<file path="src/rtl/thirtytwo_to_five_encoder_if.sv">
// Request-vector in / binary-index out handshake bundle for the 32-to-5 encoder.
interface thirtytwo_to_five_encoder_if;
   localparam int unsigned N  = 32;
   localparam int unsigned W  = 5;
   localparam int unsigned CW = 6;

   logic [N-1:0]  in;
   logic          en;
   logic          in_ready;
   logic [W-1:0]  out;
   logic          out_valid;
   logic          out_ready;
   logic [CW-1:0] count;
   logic          done;
   logic          zero;

   // Producer/consumer side (drives the vector and accepts indices).
   modport master (
      output in, en, out_ready,
      input  in_ready, out, out_valid, count, done, zero
   );

   // Encoder side.
   modport slave (
      input  in, en, out_ready,
      output in_ready, out, out_valid, count, done, zero
   );
endinterface

</file>
<file path="src/rtl/thirtytwo_to_five_encoder.sv">
// Captures a 32-bit multi-hot request vector and emits the index of each set
// bit, lowest first, one index per out_valid/out_ready handshake.
module thirtytwo_to_five_encoder (
   input logic                         clk,
   input logic                         rst,
   thirtytwo_to_five_encoder_if.slave  bus
);
   localparam int unsigned N  = 32;
   localparam int unsigned W  = 5;
   localparam int unsigned CW = 6;

   typedef enum logic {
      IDLE  = 1'b0,
      DRAIN = 1'b1
   } state_t;

   state_t        state;
   logic [N-1:0]  pending;
   logic [CW-1:0] count_q;
   logic [W-1:0]  out_q;
   logic          out_valid_q;
   logic          in_ready_q;
   logic          done_q;
   logic          zero_q;

   logic [N-1:0]  cleared;
   logic [W-1:0]  lo_in;
   logic [W-1:0]  lo_cleared;
   logic [CW-1:0] pop_in;

   // Index of the lowest set bit; 0 for an all-zero vector.
   function automatic logic [W-1:0] lowest_index(input logic [N-1:0] v);
      logic [W-1:0] idx;
      idx = '0;
      for (int i = N - 1; i >= 0; i--) begin
         if (v[i]) idx = W'(i);
      end
      return idx;
   endfunction

   // Number of set bits (0..32 fits in CW bits).
   function automatic logic [CW-1:0] popcount(input logic [N-1:0] v);
      logic [CW-1:0] c;
      c = '0;
      for (int i = 0; i < N; i++) begin
         c = c + CW'(v[i]);
      end
      return c;
   endfunction

   // Next-index lookahead so out can be registered: pending with its lowest bit removed.
   always_comb begin
      cleared    = pending & (pending - N'(1));
      lo_in      = lowest_index(bus.in);
      lo_cleared = lowest_index(cleared);
      pop_in     = popcount(bus.in);
   end

   // Capture/drain state machine with registered outputs.
   always_ff @(posedge clk or posedge rst) begin
      if (rst) begin
         state       <= IDLE;
         pending     <= '0;
         count_q     <= '0;
         out_q       <= '0;
         out_valid_q <= 1'b0;
         in_ready_q  <= 1'b1;
         done_q      <= 1'b0;
         zero_q      <= 1'b0;
      end else begin
         done_q <= 1'b0;
         zero_q <= 1'b0;
         case (state)
            IDLE: begin
               if (bus.en) begin
                  pending <= bus.in;
                  count_q <= pop_in;
                  if (bus.in != '0) begin
                     state       <= DRAIN;
                     out_q       <= lo_in;
                     out_valid_q <= 1'b1;
                     in_ready_q  <= 1'b0;
                  end else begin
                     zero_q <= 1'b1;
                  end
               end
            end
            DRAIN: begin
               if (bus.out_ready) begin
                  pending <= cleared;
                  if (cleared == '0) begin
                     state       <= IDLE;
                     out_q       <= '0;
                     out_valid_q <= 1'b0;
                     in_ready_q  <= 1'b1;
                     done_q      <= 1'b1;
                  end else begin
                     out_q <= lo_cleared;
                  end
               end
            end
            default: begin
               state <= IDLE;
            end
         endcase
      end
   end

   assign bus.out       = out_q;
   assign bus.out_valid = out_valid_q;
   assign bus.in_ready  = in_ready_q;
   assign bus.count     = count_q;
   assign bus.done      = done_q;
   assign bus.zero      = zero_q;

endmodule
</file>
<file path="src/flat_wrapper.sv">
// flat-port wrapper written by rule: the top's interface ports become plain ports
module thirtytwo_to_five_encoder_flat 
  (clk, rst, bus_in, bus_en, bus_out_ready, bus_in_ready, bus_out, bus_out_valid, bus_count, bus_done, bus_zero);
  thirtytwo_to_five_encoder_if bus_i ();
  input logic clk;
  input logic rst;
  input wire logic [$bits(bus_i.in)-1:0] bus_in;
  input wire logic [$bits(bus_i.en)-1:0] bus_en;
  input wire logic [$bits(bus_i.out_ready)-1:0] bus_out_ready;
  output wire logic [$bits(bus_i.in_ready)-1:0] bus_in_ready;
  output wire logic [$bits(bus_i.out)-1:0] bus_out;
  output wire logic [$bits(bus_i.out_valid)-1:0] bus_out_valid;
  output wire logic [$bits(bus_i.count)-1:0] bus_count;
  output wire logic [$bits(bus_i.done)-1:0] bus_done;
  output wire logic [$bits(bus_i.zero)-1:0] bus_zero;
  assign bus_i.in = bus_in;
  assign bus_i.en = bus_en;
  assign bus_i.out_ready = bus_out_ready;
  assign bus_in_ready = bus_i.in_ready;
  assign bus_out = bus_i.out;
  assign bus_out_valid = bus_i.out_valid;
  assign bus_count = bus_i.count;
  assign bus_done = bus_i.done;
  assign bus_zero = bus_i.zero;
  thirtytwo_to_five_encoder u_core (.clk(clk), .rst(rst), .bus(bus_i));
endmodule
</file>
<file path="config.mk">
export PLATFORM = sky130hd
export DESIGN_NAME = thirtytwo_to_five_encoder_flat
export DESIGN_NICKNAME = d
export VERILOG_FILES = /design/src/rtl/thirtytwo_to_five_encoder_if.sv /design/src/rtl/thirtytwo_to_five_encoder.sv /design/src/flat_wrapper.sv
export SDC_FILE = /design/constraint.sdc
export NUM_CORES = 1
export LEC_CHECK = 0
export CAP_MARGIN = 15
export CORE_MARGIN = 2
export CORE_UTILIZATION = 30
export CTS_BUF_LIST = sky130_fd_sc_hd__clkbuf_8
export CTS_CLUSTER_DIAMETER = 120
export DETAILED_ROUTE_END_ITERATION = 6
export PLACE_DENSITY = 0.51
export SYNTH_ARGS = -nofsm -noshare
export SYNTH_HDL_FRONTEND = slang
export SYNTH_SLANG_ARGS = --single-unit
</file>
<file path="constraint.sdc">
create_clock -name clk -period 3.5 [get_ports clk]
set_input_delay 0.7 -clock clk [delete_from_list [all_inputs] [get_ports clk]]
set_output_delay 0.7 -clock clk [all_outputs]
set_load 0.02 [all_outputs]
</file>
# --- Yosys cells after proc, flatten, opt, wreduce, memory -nomap -nowiden ---
# Cells that the tools add are included.
totals:
  reg_bits: 48
  latch_bits: 0
  mem_bits_rw: 0
  mem_bits_ro: 0
  input_bits: 36
  output_inout_bits: 15
  wordCells: 145
  n_memories: 0
classes:
  add_sub_neg: 32
  multipliers: 0
  div_mod_pow: 0
  n_lt_le_gt_ge: 0
  n_eq_ne: 4
  n_shift: 0
  muxes: 93
  n_bitwise: 2
  reduce_logical: 6
ops:
  columns: ["cell", "count"]
  rows:
  - ["two-way mux 5 bit", 68]
  - ["adder 6 x 1 -> 6 bit", 30]
  - ["two-way mux 32 bit", 2]
  - ["case mux 32 bit (2 select lines)", 1]
  - ["AND 32 bit", 1]
  - ["logical NOT 32 bit", 1]
  - ["nonzero test 32 bit", 1]
  - ["subtractor 32 x 1 -> 32 bit (second input constant)", 1]
  - ["two-way mux 1 bit", 18]
  - ["case mux 5 bit (2 select lines)", 1]
  - ["!= test 2 bit (second input constant)", 3]
  - ["case mux 1 bit (2 select lines)", 3]
  - ["AND reduction 2 bit", 2]
  - ["AND reduction 4 bit", 1]
  - ["AND reduction 3 bit", 1]
  - ["adder 1 x 1 -> 2 bit", 1]
  - ["!= test 2 x 1 -> 1 bit (second input constant)", 1]
  - ["inverter 1 bit", 1]

# --- Depth between registers and ports, before layout ---
# Gate-level depths: netlist of run 1.
depth:
  word_depth: 37
  mapped_depth: 17
  ltp_nobuf: 17

# --- Worst setup path after synthesis of run 1 ---
# Ideal clock, no wire load.
synth_path:
  path_kind: "input -> register"
  startpoint: "input port bus_in[0]"
  endpoint: "register u_core.count_q[4], in the netlist u_core.bus.count[4]"
  setup_time_ps: 135
  arrival_ps: 5284
  required_ps: 3365
  slack_ps: -1919
  cell_stages: 16
  n_path_buf: 0
  cell_sequence: "inv_1 ha_1 inv_1 fa_1 fa_1 fa_1 fa_1 fa_1 fa_1 inv_1 fa_1 fa_1 a21o_1 a21oi_1 xor2_1 o21ai_0"
synth_via:
  elab_chain_cells: 31
synth_lines:
  columns: ["item", "line", "rtl"]
  rows:
  - ["start: declaration", "flat_wrapper.sv:7", "input wire logic [$bits(bus_i.in)-1:0] bus_in;"]
  - ["adder 1 x 1 -> 2 bit", "thirtytwo_to_five_encoder.sv:46", "c = c + CW'(v[i]);"]
  - ["adder 6 x 1 -> 6 bit (30 in a row)", "thirtytwo_to_five_encoder.sv:46", null]
  - ["end signal: assignment", "thirtytwo_to_five_encoder.sv:77", "count_q <= pop_in;"]
  - ["end: declaration", "thirtytwo_to_five_encoder.sv:19", "logic [CW-1:0] count_q;"]
# No other way between the ends.
# A chain may end at the register's enable or synchronous reset.

# --- Worst setup path in the final report of run 1 ---
layout_path:
  startpoint: "input port bus_in[1]"
  endpoint: "register u_core.count_q[4], in the netlist u_core.bus.count[4]"
# Same word-level chain as after synthesis.

==> results of run 1 <==
[final timing paths]
check | start | end | slack, ns | cells past startpoint
min in group asynchronous | rst | u_core.bus.zero | 0.67 | 2
min | u_core.bus.in_ready | u_core.bus.in_ready | 0.47 | 2
max | bus_in[1] | u_core.bus.count[4] | -1.57 | 17
min reg2reg | u_core.bus.in_ready | u_core.bus.in_ready | 0.47 | 2
max in group asynchronous | rst | u_core.pending[11] | 2.21 | 3
max reg2reg | u_core.pending[0] | u_core.bus.out_valid | 0.21 | 8
[cell families after synthesis]
kind of cell / after synthesis
adders and majority gates: 42
DFF: 48
muxes: 11
buffers and inverters: 92
AOI/OAI and AO/OA: 170
and+or+nand+nor: 186
xor gates and xnor gates: 8
[critical path, stage by stage]
cell,delay (ns)
buf_6,0.11
inv_12,0.03
ha_4,0.25
inv_2,0.03
fa_1,0.46
fa_1,0.52
fa_1,0.43
fa_1,0.51
fa_1,0.44
fa_1,0.52
inv_2,0.04
fa_2,0.35
fa_2,0.35
a21o_1,0.19
a21oi_2,0.14
xor2_1,0.15
o21ai_1,0.08
[state kept, by name, indices dropped and copies added, names as in the netlist]
name                  cells
u_core.bus.zero           1
u_core.bus.done           1
u_core.state              1
u_core.bus.out_valid      1
u_core.bus.out            5
u_core.pending           32
u_core.bus.count          6
u_core.bus.in_ready       1
[repair_timing]
action                     4_1_cts  5_1_grt
gates resized for setup         35       34
pin swaps                       14       20
setup buffers                    2        2
hold buffers                     0        0
setup endpoints to repair        6       14
[power by group through the flow]
stage	clock network [mW]	registers (mW)	logic [mW]
after floorplan	0	1.01	2.85
after detailed placement	0	1.12	4.18
final	0.376	1.13	4.36
after global routing	0.413	1.17	4.82
after global placement	0	1.11	4.12
after CTS	0.390	1.12	4.31
[layer usage]
| metal | wire length (microns) | global-route usage, % | vias to the layer above | part of all wire [%] |
|---|---|---|---|---|
| met5 | 0 | 0 | - | 0 |
| met4 | 333 | 5.75 | 0 | 2.1 |
| met3 | 1160 | 4.60 | 27 | 7.4 |
| met2 | 7410 | 33.6 | 139 | 47 |
| met1 | 6760 | 25.8 | 2255 | 43 |
| li1 | - | - | 2206 | - |
[per-stage QoR]
step | power [mW] | hold slack, ns | cell area, sq um | setup TNS [ns]
6_report | 5.86 | 0.470 | 5850 | -8.25
5_1_grt | 6.40 | 0.506 | 5850 | -9.02
4_1_cts | 5.81 | 0.468 | 5820 | -9.82
3_5_place_dp | 5.31 | 0.452 | 5720 | -12.99
3_3_place_gp | 5.23 | 0.451 | 5720 | -12.79
2_1_floorplan | 3.86 | 0.494 | 4560 | -7.85
[layout make-up]
cell class,instances,area (sq um)
Inverter,55,224
Timing Repair Buffer,130,1080
Clock inverter,2,11.3
Multi-Input combinational cell,417,3020
Tap cell,184,230
Clock buffer,6,82.6
Sequential cell,48,1200
Fill cell,1527,8800
[placed cells by master, fill, tap and decap left out, types with 9 or more instances in the layout]
cell             count
inv_2               14
inv_1               40
o21ai_0             69
buf_4               80
nand3_1             16
dfrtp_1             47
nand2_1             51
nor3_1              15
o211ai_1            10
maj3_1               9
nor2_1              33
fa_1                21
a21oi_1             15
nor4_1              10
mux2i_1             11
clkdlybuf4s50_1     34
or4_1               13
==> impl_summary.log, run 1 <==
[metrics] number of buffers on the longest clock path: 2
[metrics] count of final hold-check violations: 0
[metrics] maximum fanout along the worst path: 2
[metrics] number of global-route vias before repair: 4723
[metrics] Achievable Freq: ~200 MHz
[metrics] setup repair after global routing missed its margin: true
[metrics] filler-free cell count of the finished design: 842
[metrics] first-pass GRT wire length: ~25 mm
[metrics] HPWL after detailed placement: 12.5 mm
[metrics] Iter 0 DRT Violations: 330
[metrics] clock network fraction of design power: 6.4%
[metrics] slew at the pin closest to its max-slew limit: between 0.7 and 0.8 ns
[metrics] initial antenna violation count: 0
[metrics] antenna diode instance count: 0
[metrics] mux cell area share after synthesis: 2.44%
[metrics] Seq pwr share: approximately a fifth
[metrics] antenna viol nets, final: 0
[metrics] combinational family with the most area after synthesis: compound AO/OA/AOI/OAI gates
[metrics] area fraction in compound gates after synthesis: 24.5%
[metrics] run status: finished with violations
[metrics] Cells after DPL: 831
[metrics] quantity of I/O buffers inserted on ports: 50
[metrics] htree depth: 2
[metrics] ys flop type: dfrtp_1
[metrics] count of clock tree sinks: 48
[metrics] clock edge transition at the registers on the reported setup and hold paths: 0.10 ns
[metrics] largest vdd supply drop: 0.00135 V
[metrics] CTS Buf Count: 5
[metrics] violated checks: setup timing
[metrics] post-synthesis register bit count: 48
[metrics] remaining design rule violation count: 0
[metrics] proportion of synthesized chip area in sequential cells: between 20% and 30%
[metrics] class of the worst hold path: flip-flop to flip-flop
[metrics] total gr overflow: 0
[metrics] total internal power: 2.91 mW
[metrics] chip height: 127 microns
[metrics] number of top-level pins: 51
[metrics] via density per instance: approximately 5.5
[metrics] P_leak: 2.53 nW
[metrics] root buffer cell: clkbuf_8
[metrics] setup violation total in the final timing report: 6
[metrics] Post-synth top cells: o21ai_0 (72), inv_1 (55), nand2_1 (52)
[metrics] shortest clock period the worst path allows after layout: 5.07 ns
[metrics] Setup crit end kind: flip-flop
[metrics] Net Sw Frac: 50.3%
[metrics] Util after Layout: about 40%
[metrics] overall fraction of global-route tracks in use: between 15 and 20%
[metrics] routed wire length per instance: between 15 and 20 microns
[metrics] xor-xnor portion of the synthesized cell area: around 1.6%
[metrics] pin count of the biggest net entering global routing: 44
[metrics] fraction of the mapped netlist area in simple logic gates: 22.0%
[metrics] area share of fa/ha/maj cells after synthesis: between 10% and 20%
[metrics] leading post-synthesis cells by cell area: dfrtp_1 (26%), fa_1 (11%), o21ai_0 (8.0%), inv_1 (4.6%), nand2_1 (4.3%)
[metrics] type of origin of the critical path: input port
[metrics] row count: 44
[metrics] Synth cell types: 62
[metrics] power density over cell area: about 1000 nW/um^2
[metrics] maximum clock skew at final layout: 0.0128 ns
[metrics] worst-case setup margin in the final layout: -1.57 ns
[metrics] area fraction of the dominant cell type after synthesis: 26.0%
[metrics] net switching power: 2.95 mW
[metrics] relative slew slack: 51.5%
[metrics] width of the die: 127 microns
[metrics] Post-layout nets: 726
[metrics] Die Outline Area: 16000 sq um
[metrics] most common cell in the synthesized netlist: o21ai_0
[metrics] cell count after synthesis: about 560
[metrics] max_cap viols: 0
[metrics] routability congestion estimate: 0.941
[metrics] synthesis-to-finish area growth: 29.5%
[metrics] routed wire length: ~16 mm
[metrics] per-instance average area after synthesis: 8.11 sq um
[metrics] net count after synthesis: 626
[metrics] Final Max Slew Viols: 0
[metrics] combinational fraction of design power: 74.4%
[metrics] library cell with the largest summed area after synthesis: dfrtp_1
[metrics] overall via count from detail_route: 4627
[metrics] starting density of the core: 30.8%
[metrics] final cycle utilization of the critical path: 145%
[metrics] Setup Slack @ Placement: -2.43 ns
[metrics] Clk Latency, worst-skew pair: 0.33 ns
[metrics] core region area: between 10000 and 15000 sq um
[metrics] Syn. warnings: 0
[metrics] Post-synth EDFFs: 0
[metrics] share of synthesized flip-flops with an asynchronous set or reset: 100%
[metrics] count of TritonRoute iterations in the first routing pass: 5
[metrics] Critical Path RT: 3.72 ns
[metrics] TritonCTS clock tree: done
[metrics] Data arrival, critical path: 5.29 ns
[metrics] post-synth design cell area: 4520 sq um
[metrics] Setup CP Type: input port to flip-flop
[metrics] fraction of layout instances using a drive strength above 1: 21.3%
Note: power is estimated with default switching activity, not from simulation.
==> run 2: changes to the inputs <==
MAX_ROUTING_LAYER = met4   (was not set)
RECOVER_POWER = 25   (was not set)
SLEW_MARGIN = 0   (was not set)
==> run 2 against run 1 <==
  * The flow still finishes with violations (setup timing)
  * Power grew 2.2%
  * Combinational power increased by 2%
  * Hold slack improved by 0.00078 ns
  * Register-to-register slack got worse by 0.12 ns
  * Utilization is essentially flat
  * Largest cell class unchanged
==> impl_summary.log, run 2 (same netlist as run 1, synthesis figures left out) <==
[metrics] run status: finished with violations
[metrics] violated checks: setup timing
[metrics] clock edge transition at the registers on the reported setup and hold paths: 0.10 ns (about the same)
[metrics] most used cell along the critical path: fa_1
[metrics] pin count of the biggest net entering global routing: 44 (unchanged)
[metrics] final cycle utilization of the critical path: 146% (+0.91 points)
[metrics] Iter 0 DRT Violations: 348 (+5.5%)
[metrics] setup violation total in the final timing report: 6 (unchanged)
[metrics] root buffer cell: clkbuf_8
[metrics] chip height: 127 microns (unchanged)
[metrics] maximum fanout along the worst path: 2 (unchanged)
[metrics] first-pass GRT wire length: 24.9 mm (-0.58%)
[metrics] total gr overflow: 0 (unchanged)
[metrics] synthesis-to-finish area growth: 29.4% (about the same)
[metrics] filler-free cell count of the finished design: 843 (+0.12%)
[metrics] worst min-delay path startpoint: u_core.bus.in_ready
[metrics] most frequent standard cell in the layout excluding fill and tap cells: buf_4
[metrics] antenna diode instance count: 0 (unchanged)
[metrics] count of final hold-check violations: 0 (unchanged)
[metrics] Setup CP Type: input port to flip-flop
[metrics] Reg2Reg Setup Slack: 0.09 ns (-0.12 ns)
[metrics] count of TritonRoute iterations in the first routing pass: 5 (unchanged)
[metrics] Critical Path RT: 3.72 ns (about the same)
[metrics] Cells after DPL: 831 (unchanged)
[metrics] number of top-level pins: 51 (unchanged)
[metrics] relative slew slack: 44.4% (-7.1 points)
[metrics] overall fraction of global-route tracks in use: 20.5% (+0.56 points)
[metrics] HPWL after detailed placement: 12.5 mm (-0.23%)
[metrics] core region area: 14600 sq um (unchanged)
[metrics] Most flops, register: u_core.pending
[metrics] critical register-to-register path startpoint: u_core.pending[0]
[metrics] Worst Hold Endpoint: u_core.bus.in_ready
[metrics] hold buffer count at cts: 0 (unchanged)
[metrics] number of buffers on the longest clock path: 2 (unchanged)
[metrics] worst-case setup margin in the final layout: -1.60 ns (-0.0317 ns)
[metrics] starting density of the core: 30.8% (unchanged)
[metrics] max_cap viols: 0 (unchanged)
[metrics] number of global-route vias before repair: 4552 (-3.6%)
[metrics] worst stage delay on the critical path: 0.53 ns (about the same)
[metrics] Setup crit end kind: flip-flop
[metrics] global routing usage on met3: 2.66% (-1.9 points)
[metrics] largest vdd supply drop: 0.00113 V (-17%)
[metrics] overall via count from detail_route: 4582 (-0.97%)
[metrics] htree depth: 2 (unchanged)
[metrics] Hold Crit Depth: 2 (unchanged)
[metrics] class of the worst hold path: flip-flop to flip-flop
[metrics] P_leak: 2.53 nW (+0.13%)
[metrics] Die Outline Area: 16000 sq um (unchanged)
[metrics] master of the slowest instance on the critical path: fa_1
[metrics] Achievable Freq: 196 MHz (-0.62%)
[metrics] initial antenna violation count: 0 (unchanged)
[metrics] maximum clock skew at final layout: 0.00490 ns (-0.00792 ns)
[metrics] shortest clock period the worst path allows after layout: 5.10 ns (+0.0317 ns)
[metrics] Total Neg Setup Slack: -8.26 ns (-0.0125 ns)
[metrics] fraction of layout instances using a drive strength above 1: 21.4% (+0.12 points)
[metrics] antenna viol nets, final: 0 (unchanged)
[metrics] count of clock tree sinks: 48 (unchanged)
[metrics] number of flip-flops under the largest register name: 32 (unchanged)
[metrics] via density per instance: 5.44 (-1.1%)
[metrics] slew at the pin closest to its max-slew limit: 0.834 ns (+0.114 ns)
[metrics] TritonCTS clock tree: done
[metrics] row count: 44 (unchanged)
[metrics] R2R Path End: u_core.bus.out[1]
[metrics] Setup Slack @ Placement: -2.46 ns (-0.0243 ns)
[metrics] met1 track demand over resource: 27.6% (+1.8 points)
[metrics] Critical Path, Cell by Cell: buf_4, inv_6, ha_4, inv_2, fa_1, fa_1, fa_1, fa_1, fa_1, fa_1, inv_2, fa_2, fa_2, a21o_1, a21oi_2, xor2_1, o21ai_1
[metrics] routed wire length per instance: 18.6 microns (-0.30%)
[metrics] width of the die: 127 microns (unchanged)
[metrics] power density over cell area: 1030 nW/um^2 (+2.3%)
[metrics] Final Max Slew Viols: 0 (unchanged)
[metrics] routed wire length: 15.6 mm (-0.19%)
[metrics] quantity of I/O buffers inserted on ports: 50 (unchanged)
[metrics] setup repair after global routing missed its margin: true
[metrics] global-route layer with the greatest usage: met2
[metrics] routability congestion estimate: 0.967 (+2.7%)
[metrics] reg2reg path depth: 8 (unchanged)
[metrics] type of origin of the critical path: input port
[metrics] Clk Latency, worst-skew pair: 0.34 ns (about the same)
[metrics] CTS Buf Count: 5 (unchanged)
[metrics] Data arrival, critical path: 5.32 ns (+0.03 ns)
[metrics] Post-layout nets: 727 (+0.14%)
[metrics] remaining design rule violation count: 0 (unchanged)
[metrics] GR met2 Demand/Resource: 33.6% (unchanged)
[metrics] commonest cells after routing, fill and taps aside: buf_4 (80), o21ai_0 (68), nand2_1 (49)
run 2: changes by cell type in the layout (fill, tap and decap cells not counted), moves of 2 or more:
| cell | before | now |
|---|---|---|
| clkbuf_2 | 4 | 7 |
| nand2_2 | 1 | 3 |
| buf_6 | 5 | 2 |
| nand2_1 | 51 | 49 |
run 2: worst max path at each step:
stage | to | depth (start not counted) | slack [ns] | from
3_5_place_dp | u_core.bus.count[4] | 18 | -2.46 | bus_in[1]
6_report | u_core.bus.count[4] | 17 | -1.60 | bus_in[0]
3_3_place_gp | u_core.bus.count[4] | 18 | -2.36 | bus_in[1]
4_1_cts | u_core.bus.count[4] | 18 | -1.87 | bus_in[1]
2_1_floorplan | u_core.bus.count[4] | 16 | -1.64 | bus_in[1]
5_1_grt | u_core.bus.count[4] | 17 | -1.76 | bus_in[22]
run 2: cell type report:
| cell class | count | area, sq um |
|---|---|---|
| Tap cell | 184 | 230 |
| Fill cell | 1521 | 8800 |
| Timing Repair Buffer | 131 | 1070 |
| Clock buffer | 5 | 68.8 |
| Sequential cell | 48 | 1200 |
| Inverter | 55 | 224 |
| Clock inverter | 3 | 38.8 |
| Multi-Input combinational cell | 417 | 3010 |
run 2: repair_timing:
action,4_1_cts,5_1_grt
gates resized for setup,35,33
setup endpoints to repair,6,12
gates cloned,0,0
buffers inserted,2,3
pin swaps,16,22
run 2: metrics by stage:
step | utilization, % | power [mW] | instance area, sq um | hold slack, ns
floorplan | - | 3.86 | 4560 | 0.494
global placement | 39.1 | 5.24 | 5720 | 0.450
detailed placement | 39.1 | 5.30 | 5720 | 0.453
CTS | 39.8 | 5.81 | 5830 | 0.469
global route | 39.9 | 6.49 | 5840 | 0.499
finish | 39.9 | 5.99 | 5840 | 0.470
run 2: report_power, final:
part / switching [mW] / total, mW / internal, mW
Sequential: 0.340 / 1.11 / 0.773
Clock: 0.230 / 0.440 / 0.210
Combinational: 2.42 / 4.44 / 2.02
Total: 2.99 / 5.99 / 3.01
run 2: worst max-delay path: cells and delay by family:
family / cells / cell delay, ns
xor+xnor: 1 / 0.15
fa+ha+maj: 9 / 3.84
buf+inv: 4 / 0.22
compound gates: 3 / 0.41
run 2: metal layers:
layer,routed length (microns),up-vias
li1,-,2217
met1,7230,2228
met2,7440,119
met3,740,18
met4,225,0
met5,0,-
==> run 3: changes to the inputs <==
GPL_TIMING_DRIVEN = 0   (was not set)
SLEW_MARGIN = not set   (was 0)
clock period = 4.9 ns   (was 3.5 ns; I/O delays follow)
==> run 3 against run 2 <==
  * The run still ends with setup timing left
  * Global-route usage down 0.17 points
  * Utilization shrank 2.9 points
  * Combinational power shrank 28%
  * Sequential share of layout area increased by 1.6 points
  * Power fell by 31%
  * Hold slack improved by 0.0020 ns
  * Highest routed layer unchanged
  * First-iteration DRC count rose by 25%
  * Non-clock buffer count decreased by 37
  * Critical path depth did not move
  * Critical endpoint unchanged
==> impl_summary.log, run 3 (same netlist as run 1, synthesis figures left out) <==
[metrics] run status: finished with violations
[metrics] violated checks: setup timing
[metrics] routability congestion estimate: 0.901 (-6.8%)
[metrics] Iter 0 DRT Violations: 434 (+25%)
[metrics] overall fraction of global-route tracks in use: 20.4% (-0.17 points)
[metrics] core region area: 14600 sq um (unchanged)
[metrics] count of final hold-check violations: 0 (unchanged)
[metrics] max_cap viols: 0 (unchanged)
[metrics] quantity of I/O buffers inserted on ports: 49 (-2.0%)
[metrics] net switching power: 2.18 mW (-27%)
[metrics] chip height: 127 microns (unchanged)
[metrics] Seq pwr share: 16.7% (-1.9 points)
[metrics] number of buffers on the longest clock path: 2 (unchanged)
[metrics] Data arrival, critical path: 5.75 ns (+0.43 ns)
[metrics] fraction of layout instances using a drive strength above 1: 10.9% (-10 points)
[metrics] Util after Layout: 37.0% (-2.9 points)
[metrics] Die Outline Area: 16000 sq um (unchanged)
[metrics] Net Sw Frac: 52.5% (+2.7 points)
[metrics] number of global-route vias before repair: 4587 (+0.77%)
[metrics] htree depth: 2 (unchanged)
[metrics] reg2reg path depth: 10 (+2)
[metrics] total gr overflow: 0 (unchanged)
[metrics] Critical Path, Cell by Cell: buf_12, inv_12, ha_4, inv_2, fa_2, fa_1, fa_1, fa_1, fa_1, fa_1, inv_2, fa_2, fa_2, a21o_1, a21oi_2, xor2_1, o21ai_1
[metrics] maximum fanout along the worst path: 2 (unchanged)
[metrics] row count: 44 (unchanged)
[metrics] combinational fraction of design power: 76.5% (+2.4 points)
[metrics] Critical Path RT: 5.13 ns (+1.41 ns)
[metrics] most used cell along the critical path: fa_1
[metrics] critical register-to-register path startpoint: u_core.pending[2]
[metrics] CTS Buf Count: 5 (unchanged)
[metrics] total internal power: 1.98 mW (-34%)
[metrics] number of fill cells in the layout: 1556 (+2.3%)
[metrics] clock edge transition at the registers on the reported setup and hold paths: 0.11 ns (about the same)
[metrics] Most flops, register: u_core.pending
[metrics] final cycle utilization of the critical path: 113%
[metrics] setup repair after global routing missed its margin: true
[metrics] largest vdd supply drop: 0.000831 V (-26%)
[metrics] class of the worst hold path: flip-flop to flip-flop
[metrics] Clk Latency, worst-skew pair: 0.35 ns (about the same)
[metrics] root buffer cell: clkbuf_8
[metrics] type of origin of the critical path: input port
[metrics] clock network fraction of design power: 6.8% (-0.5 points)
[metrics] pin count of the biggest net entering global routing: 27 (-39%)
[metrics] Post-layout nets: 690 (-5.1%)
[metrics] Setup CP Type: input port to flip-flop
[metrics] startpoint of the most critical setup path: bus_in[1]
[metrics] antenna diode instance count: 0 (unchanged)
[metrics] number of flip-flops under the largest register name: 32 (unchanged)
[metrics] starting density of the core: 30.8% (unchanged)
[metrics] number of top-level pins: 51 (unchanged)
[metrics] master of the slowest instance on the critical path: fa_2
[metrics] maximum clock skew at final layout: 0.0110 ns (+0.00613 ns)
[metrics] width of the die: 127 microns (unchanged)
[metrics] number of buffers and inverters on the critical path: 4 (unchanged)
[metrics] TritonCTS clock tree: done
[metrics] count of clock tree sinks: 48 (unchanged)
[metrics] P_leak: 2.23 nW (-12%)
[metrics] R2R Path End: u_core.bus.out_valid
[metrics] count of TritonRoute iterations in the first routing pass: 5 (unchanged)
[metrics] routed wire length per instance: 19.2 microns (+3.3%)
[metrics] worst stage delay on the critical path: 0.55 ns (+0.02 ns)
[metrics] hold buffer count at cts: 0 (unchanged)
[metrics] Crit path depth: 17 (unchanged)
[metrics] routed wire length: 15.5 mm (-1.2%)
[metrics] first-pass GRT wire length: 24.5 mm (-1.6%)
[metrics] remaining design rule violation count: 0 (unchanged)
[metrics] synthesis-to-finish area growth: 19.9%
[metrics] antenna viol nets, final: 0 (unchanged)
[metrics] Cells after DPL: 791 (-4.8%)
[metrics] cell family with most CP delay: adder cells
[metrics] HPWL after detailed placement: 12.3 mm (-1.8%)
[metrics] filler-free cell count of the finished design: 806 (-4.4%)
[metrics] overall via count from detail_route: 4565 (-0.37%)
[metrics] Final Max Slew Viols: 0 (unchanged)
[metrics] initial antenna violation count: 0 (unchanged)
[metrics] Achievable Freq: 181 MHz
[metrics] via density per instance: 5.66 (+4.2%)
[metrics] relative slew slack: 1.66% (-43 points)
[metrics] setup violation total in the final timing report: 5 (-1)
[metrics] shortest clock period the worst path allows after layout: 5.52 ns
[metrics] power density over cell area: 768 nW/um^2 (-25%)
[metrics] worst-case setup margin in the final layout: -0.623 ns (+0.977 ns)
[metrics] Reg2Reg Setup Slack: 1.05 ns (+0.96 ns)
[metrics] most frequent standard cell in the layout excluding fill and tap cells: o21ai_0
[metrics] Setup crit end kind: flip-flop
[metrics] commonest cells after routing, fill and taps aside: o21ai_0 (68), nand2_1 (52), dfrtp_1 (47)
[metrics] capture point of the worst path: u_core.bus.count[4]
[metrics] slew at the pin closest to its max-slew limit: 1.48 ns (+0.641 ns)
[run 3: changes by cell type in the layout (fill, tap and decap cells not counted), moves of 2 or more]
cell and change:
buf_4 -73, clkbuf_1 +32, inv_2 -7, inv_1 +6, buf_2 +5, clkbuf_2 +4
dlygate4sd2_1 -4, nand2_1 +3, nand2_2 -3, inv_6 +2
[run 3: worst min path at each step]
| stage | from | endpoint | slack [ns] | cells past startpoint |
|---|---|---|---|---|
| after floorplan | u_core.bus.in_ready | u_core.bus.in_ready | 0.49 | 2 |
| final | u_core.bus.in_ready | u_core.bus.in_ready | 0.47 | 2 |
| after CTS | u_core.bus.in_ready | u_core.bus.in_ready | 0.48 | 2 |
| after global routing | u_core.bus.in_ready | u_core.bus.in_ready | 0.49 | 2 |
| after global placement | u_core.bus.in_ready | u_core.bus.in_ready | 0.46 | 2 |
| after detailed placement | u_core.bus.in_ready | u_core.bus.in_ready | 0.46 | 2 |
[run 3: layout make-up]
cell class / instances / area (sq um) / share of cell area, %
clock buffers: 5 / 68.8 / 1.27
clock inverters: 3 / 26.3 / 0.485
inverters: 55 / 224 / 4.14
multi-input cells: 417 / 3010 / 55.6
plain buffers: 37 / 145 / 2.68
repair buffers: 57 / 507 / 9.36
well taps: 184 / 230 / 4.25
flip-flops and latches: 48 / 1200 / 22.2
[run 3: what timing repair did]
action,4_1_cts,5_1_grt
pin swaps,15,10
gates resized for setup,40,32
gates cloned,0,0
buffers inserted,5,2
endpoints found under the setup margin,6,6
[run 3: worst reg2reg max path, delay by kind of cell, from the launching register on]
| kind | cells | cell delay (ns) |
|---|---|---|
| AND/OR/NAND/NOR | 5 | 1.79 |
| AO/OA/AOI/OAI | 3 | 1.08 |
| flip-flops | 1 | 0.38 |
| buffers and inverters | 2 | 0.52 |
[run 3: power groups by stage]
stage | clock (mW) | sequential, mW | combinational [mW]
2_1_floorplan | 0 | 0.722 | 2.03
3_3_place_gp | 0 | 0.695 | 2.90
3_5_place_dp | 0 | 0.701 | 2.93
4_1_cts | 0.289 | 0.693 | 3.03
5_1_grt | 0.301 | 0.721 | 3.52
6_report | 0.282 | 0.696 | 3.18
[run 3: through the flow]
step | power, mW | setup TNS [ns] | hold WS [ns] | setup slack [ns] | area (sq um)
2_1_floorplan | 2.76 | -1.30 | 0.494 | -0.523 | 4560
6_report | 4.16 | -2.28 | 0.472 | -0.623 | 5420
5_1_grt | 4.54 | -2.93 | 0.492 | -0.782 | 5420
3_3_place_gp | 3.59 | -8.27 | 0.455 | -1.75 | 5280
4_1_cts | 4.01 | -3.15 | 0.478 | -0.845 | 5440
3_5_place_dp | 3.63 | -8.30 | 0.460 | -1.76 | 5300
[run 3: per-layer routing]
| metal | up-vias | global-route usage [%] | share of wire [%] |
|---|---|---|---|
| met1 | 2242 | 27.0 | 45 |
| li1 | 2148 | - | - |
| met5 | - | - | 0 |
| met3 | 24 | 2.70 | 5.5 |
| met4 | 0 | 5.95 | 2.2 |
| met2 | 151 | 32.8 | 47 |
